**config.mk**
```make
export PLATFORM = sky130hd
export DESIGN_NAME = seven_seg_reader_flat
export DESIGN_NICKNAME = d
export VERILOG_FILES = /design/src/rtl/seven_seg_reader_pkg.sv /design/src/rtl/seven_seg_reader_if.sv /design/src/rtl/seg_pattern_lut.sv /design/src/rtl/seven_seg_reader.sv /design/src/flat_wrapper.sv
export SDC_FILE = /design/constraint.sdc
export NUM_CORES = 1
export LEC_CHECK = 0
export CAP_MARGIN = 25
export CELL_PAD_IN_SITES_DETAIL_PLACEMENT = 1
export CELL_PAD_IN_SITES_GLOBAL_PLACEMENT = 1
export CORE_UTILIZATION = 44
export CTS_CLUSTER_SIZE = 10
export DETAILED_ROUTE_END_ITERATION = 16
export PLACE_DENSITY = 0.85
export SYNTH_ARGS = -nofsm -noshare
export SYNTH_HDL_FRONTEND = slang
export SYNTH_SLANG_ARGS = --single-unit
```
**constraint.sdc**
```tcl
create_clock -name clk -period 1.9 [get_ports clk]
set_input_delay 0.38 -clock clk [delete_from_list [all_inputs] [get_ports clk]]
set_output_delay 0.38 -clock clk [all_outputs]
set_load 0.1 [all_outputs]
```
**src/rtl/seven_seg_reader_pkg.sv**
```systemverilog
// Shared segment constants and FSM state type for the 7-segment reader and decoder benches.
// Segment bit order is {g,f,e,d,c,b,a}; 1 = segment lit.
package seven_seg_pkg;

  localparam logic [6:0] SEG_BLANK = 7'h00;
  localparam logic [6:0] SEG_0     = 7'h3F;
  localparam logic [6:0] SEG_1     = 7'h06;
  localparam logic [6:0] SEG_2     = 7'h5B;
  localparam logic [6:0] SEG_3     = 7'h4F;
  localparam logic [6:0] SEG_4     = 7'h66;
  localparam logic [6:0] SEG_5     = 7'h6D;
  localparam logic [6:0] SEG_6     = 7'h7D;
  localparam logic [6:0] SEG_7     = 7'h07;
  localparam logic [6:0] SEG_8     = 7'h7F;
  localparam logic [6:0] SEG_9     = 7'h6F;
  localparam logic [6:0] SEG_A     = 7'h77;
  localparam logic [6:0] SEG_B     = 7'h7C;
  localparam logic [6:0] SEG_C     = 7'h39;
  localparam logic [6:0] SEG_D     = 7'h5E;
  localparam logic [6:0] SEG_E     = 7'h79;
  localparam logic [6:0] SEG_F     = 7'h71;

  typedef enum logic {
    S_TRACK,
    S_EMIT
  } state_t;

endpackage

```
**src/rtl/seven_seg_reader_if.sv**
```systemverilog
// Report handshake between the 7-segment reader (master) and its consumer (slave).
interface seven_seg_reader_if;
  logic       bin_valid;
  logic       bin_ready;
  logic [3:0] bin_out;
  logic       err;

  modport master (output bin_valid, bin_out, err, input bin_ready);
  modport slave  (input bin_valid, bin_out, err, output bin_ready);
endinterface

```
**src/rtl/seg_pattern_lut.sv**
```systemverilog
// Combinational 7-segment pattern -> {err, bin} recogniser.
// Define SEG_HEX_EN to accept the A..F hex glyphs as legal digits.
module seg_pattern_lut
  import seven_seg_pkg::*;
(
  input  logic [6:0] seg,
  output logic       err,
  output logic [3:0] bin
);

  always_comb begin
    err = 1'b0;
    bin = 4'h0;
    case (seg)
      SEG_0: bin = 4'h0;
      SEG_1: bin = 4'h1;
      SEG_2: bin = 4'h2;
      SEG_3: bin = 4'h3;
      SEG_4: bin = 4'h4;
      SEG_5: bin = 4'h5;
      SEG_6: bin = 4'h6;
      SEG_7: bin = 4'h7;
      SEG_8: bin = 4'h8;
      SEG_9: bin = 4'h9;
`ifdef SEG_HEX_EN
      SEG_A: bin = 4'hA;
      SEG_B: bin = 4'hB;
      SEG_C: bin = 4'hC;
      SEG_D: bin = 4'hD;
      SEG_E: bin = 4'hE;
      SEG_F: bin = 4'hF;
`endif
      default: err = 1'b1;
    endcase
  end

endmodule

```
**src/rtl/seven_seg_reader.sv**
```systemverilog
// Samples a 7-segment bus, debounces it and reports each new stable digit once over valid/ready.
// Hex glyph acceptance is controlled by SEG_HEX_EN (see seg_pattern_lut).
module seven_seg_reader
  import seven_seg_pkg::*;
#(
  parameter int unsigned STABLE_CYCLES = 4
) (
  input  logic                      clk,
  input  logic                      rst_n,
  input  logic [6:0]                seg_in,
  seven_seg_reader_if.master        bin
);

  localparam int unsigned CW = $clog2(STABLE_CYCLES + 1);

  logic [6:0]    sync1;
  logic [6:0]    seg_s;
  logic [6:0]    candidate;
  logic [6:0]    last_reported;
  logic [CW-1:0] cnt;
  state_t        state;
  logic          valid_q;
  logic [3:0]    bin_q;
  logic          err_q;
  logic          lut_err;
  logic [3:0]    lut_bin;

  seg_pattern_lut u_lut (
    .seg (candidate),
    .err (lut_err),
    .bin (lut_bin)
  );

  always_ff @(posedge clk) begin
    if (!rst_n) begin
      sync1         <= '0;
      seg_s         <= '0;
      candidate     <= SEG_BLANK;
      cnt           <= '0;
      last_reported <= SEG_BLANK;
      state         <= S_TRACK;
      valid_q       <= 1'b0;
      bin_q         <= '0;
      err_q         <= 1'b0;
    end else begin
      sync1 <= seg_in;
      seg_s <= sync1;
      case (state)
        S_TRACK: begin
          if (seg_s != candidate) begin
            candidate <= seg_s;
            cnt       <= CW'(1);
          end else if (cnt < CW'(STABLE_CYCLES)) begin
            cnt <= cnt + CW'(1);
            // Decide on the edge where cnt reaches STABLE_CYCLES, so the report
            // register loads in the same edge rather than one later.
            if (cnt == CW'(STABLE_CYCLES - 1)) begin
              if (candidate == SEG_BLANK) begin
                last_reported <= SEG_BLANK;
              end else if (candidate != last_reported) begin
                bin_q         <= lut_bin;
                err_q         <= lut_err;
                last_reported <= candidate;
                valid_q       <= 1'b1;
                state         <= S_EMIT;
              end
            end
          end
        end
        S_EMIT: begin
          if (bin.bin_ready) begin
            valid_q <= 1'b0;
            state   <= S_TRACK;
          end
        end
        default: state <= S_TRACK;
      endcase
    end
  end

  assign bin.bin_valid = valid_q;
  assign bin.bin_out   = bin_q;
  assign bin.err       = err_q;

endmodule

```
**src/flat_wrapper.sv**
```systemverilog
// flat-port wrapper written by rule: the top's interface ports become plain ports
module seven_seg_reader_flat import seven_seg_pkg::*;
#(
  parameter int unsigned STABLE_CYCLES = 4
)
  (clk, rst_n, seg_in, bin_bin_valid, bin_bin_out, bin_err, bin_bin_ready);
  seven_seg_reader_if bin_i ();
  input  logic clk;
  input  logic rst_n;
  input  logic [6:0] seg_in;
  output wire logic [$bits(bin_i.bin_valid)-1:0] bin_bin_valid;
  output wire logic [$bits(bin_i.bin_out)-1:0] bin_bin_out;
  output wire logic [$bits(bin_i.err)-1:0] bin_err;
  input wire logic [$bits(bin_i.bin_ready)-1:0] bin_bin_ready;
  assign bin_bin_valid = bin_i.bin_valid;
  assign bin_bin_out = bin_i.bin_out;
  assign bin_err = bin_i.err;
  assign bin_i.bin_ready = bin_bin_ready;
  seven_seg_reader #(.STABLE_CYCLES(STABLE_CYCLES)) u_core (.clk(clk), .rst_n(rst_n), .seg_in(seg_in), .bin(bin_i));
endmodule
```
==> metrics.yaml <==
period_share: 0.953
clock.fmax_mhz: 552
dpl.hpwl_um: 2980
drt-total-wl_um: 4110
drt_iter0_drc: 69
cellPowerDensity_nw_per_um2: 736
yosysWarnings: 0
grt_pass1_vias: 1461
p_total_mw: 1.55
grt_max_degree: 42
die_x_um: 65.8
grt_pass1_wl_um: 6930
dp_slack_ns: 0.113
die_area_um2: 4330
post_cts_resized: 0
worst_slack_ns: 0.0887
fin_cells: 253
post_dp_cell_area_um2: 2010
register_area_um2: 761
setup_viol: 0
place_congestion: 0.814
via_per_inst: 5.45
holdWs_ns: 0.438
synth_top_area_cell: "dfxtp_1"
drive_above_1_share: 0.190
drc_errors: 0
async_reset_ff_frac: 0
report.final.slew_viol_count: 0
startpoint_type: "flop"
period_minus_slack_ns: 1.81
diodes: 0
dieHeight_um: 65.8
status: "finished, final reports clean"
ys_ff_latch: 38
yosysSeqAreaShare: 0.425
rsz0062_at_grt: "false"
peakVddDrop_mv: 0.450
num_vias: 1380
clock_skew_ns: 0.00375
antenna_found_initial: 0
synth_top_cells_by_area: "dfxtp_1 42%, mux2i_1 9.5%, xor2_1 7.3%, and2_1 5.2%, nand2_1 4.6%"
rows: 22
synth_top_flop_cell: "dfxtp_1"
crit_path_end_kind: "flop"
hold_class: "reg -> reg"
cts.sinks: 38
crit_type: "reg -> reg"
grt_overflow: 0
area_growth_syn_to_layout_pct: 17.7
worstPathArrival_ns: 2.03
hold_buffers: 0
drt_first_pass_iters: 3
insertion_delay_ns: 0.29
synth_edf_count: 0
p_leak_nw: 0.880
synth_cells: 184
nNetsFinal: 216
cts_inserted_buffers: 5
final_common_cell: "dfxtp_1"
wl_per_cell_um: 16.2
final.fill_count: 430
post_cts_buffers: 0
cts_tree: "yes"
cts_max_level: 2
cp_max_fo: 7
slew_headroom: 0.743
fin_setup_tns_ns: 0
fin_util: 0.559
ys_types: 44
portBuffers: 15
hold_violations: 0
gr-usage-all-layers: 0.221
cts-root-buf: "clkbuf_8"
design_area_um2: 2110
mostFrequentLayoutCells: "38 x dfxtp_1, 22 x nand2_1, 17 x mux2i_1, 17 x buf_4"
syn_area_um2: 1790
netlist.area_leader.share: 0.425
multiInputGateArea_um2: 943
max-clock-path-buffers: 2
syn_nets: 196
coreArea_um2: 3770
max-cap-violations: 0
clk_pin_slew_ns: 0.07
cp_data_required_time_ns: 2.12
placed_cells_incl_taps: 245
worst_slew_pin_slew_ns: 0.381
syn_avg_cell_area_um2: 9.73
initial_utilization: 0.475
ios: 16
ant_nets: 0
synthesized netlist by cell type (all sizes together), types with 2 or more instances:
library cell,n
dfxtp,38
ha,2
nand2b,2
nor2,14
o21ai,3
clkbuf,6
nand4,3
and3,2
a31o,2
nor4,3
nand2,22
and2,16
a21oi,3
nor3,2
xor2,15
buf,8
mux2i,17
o21a,3
nand3,3
or4,2
nor4b,2
inv,3
worst max-delay path, stage by stage, from the launching register on:
cell and delay (ns):
dfxtp_1 0.41, or4_4 0.57, nor4_4 0.20, o21a_1 0.22
buf_12 0.13, mux2i_1 0.19
power by group:
| group | internal [mW] | switching (mW) |
|---|---|---|
| logic | 0.0689 | 0.0759 |
| clock network | 0.291 | 0.285 |
| registers | 0.818 | 0.0139 |
| total | 1.18 | 0.375 |
metal layers:
| layer | share of wire | vias to the layer above | GRT usage |
|---|---|---|---|
| met5 | 0 | - | 0 |
| met4 | 0.022 | 0 | 0.103 |
| met3 | 0.029 | 11 | 0.0603 |
| met2 | 0.51 | 15 | 0.393 |
| met1 | 0.43 | 692 | 0.240 |
| li1 | - | 662 | - |
kinds of logic after synthesis:
kind of cell    Yosys count  synth area share
simple gates             75             0.249
flops                    38             0.425
compound gates           20            0.0930
buf+inv                  17            0.0510
mux                      17            0.0950
xor+xnor                 15            0.0734
fa+ha+maj                 2            0.0140
sequential cells by signal, indices dropped and copies added, names as in the netlist:
name	flops
u_core.state	1
u_core.bin.err	1
u_core.candidate	7
u_core.seg_s	7
u_core.bin.bin_out	4
u_core.cnt	3
u_core.sync1	7
u_core.last_reported	7
u_core.bin.bin_valid	1
cell type report:
cell class,instances,share of cell area
Multi-Input combinational cell,129,0.447
Sequential cell,38,0.361
Timing Repair Buffer,27,0.113
Clock buffer,6,0.0392
Tap cell,48,0.0285
Clock inverter,2,0.00593
Inverter,3,0.00534
final timing paths:
path                        from                      end  slack (ns)  cells after the start
min reg2reg      u_core.sync1[3]          u_core.seg_s[3]        0.44                      1
max reg2reg  u_core.candidate[3]  u_core.last_reported[6]        0.09                      5
min              u_core.sync1[3]          u_core.seg_s[3]        0.44                      1
max          u_core.candidate[3]  u_core.last_reported[6]        0.09                      5
Power figures use the tool's default switching activity.
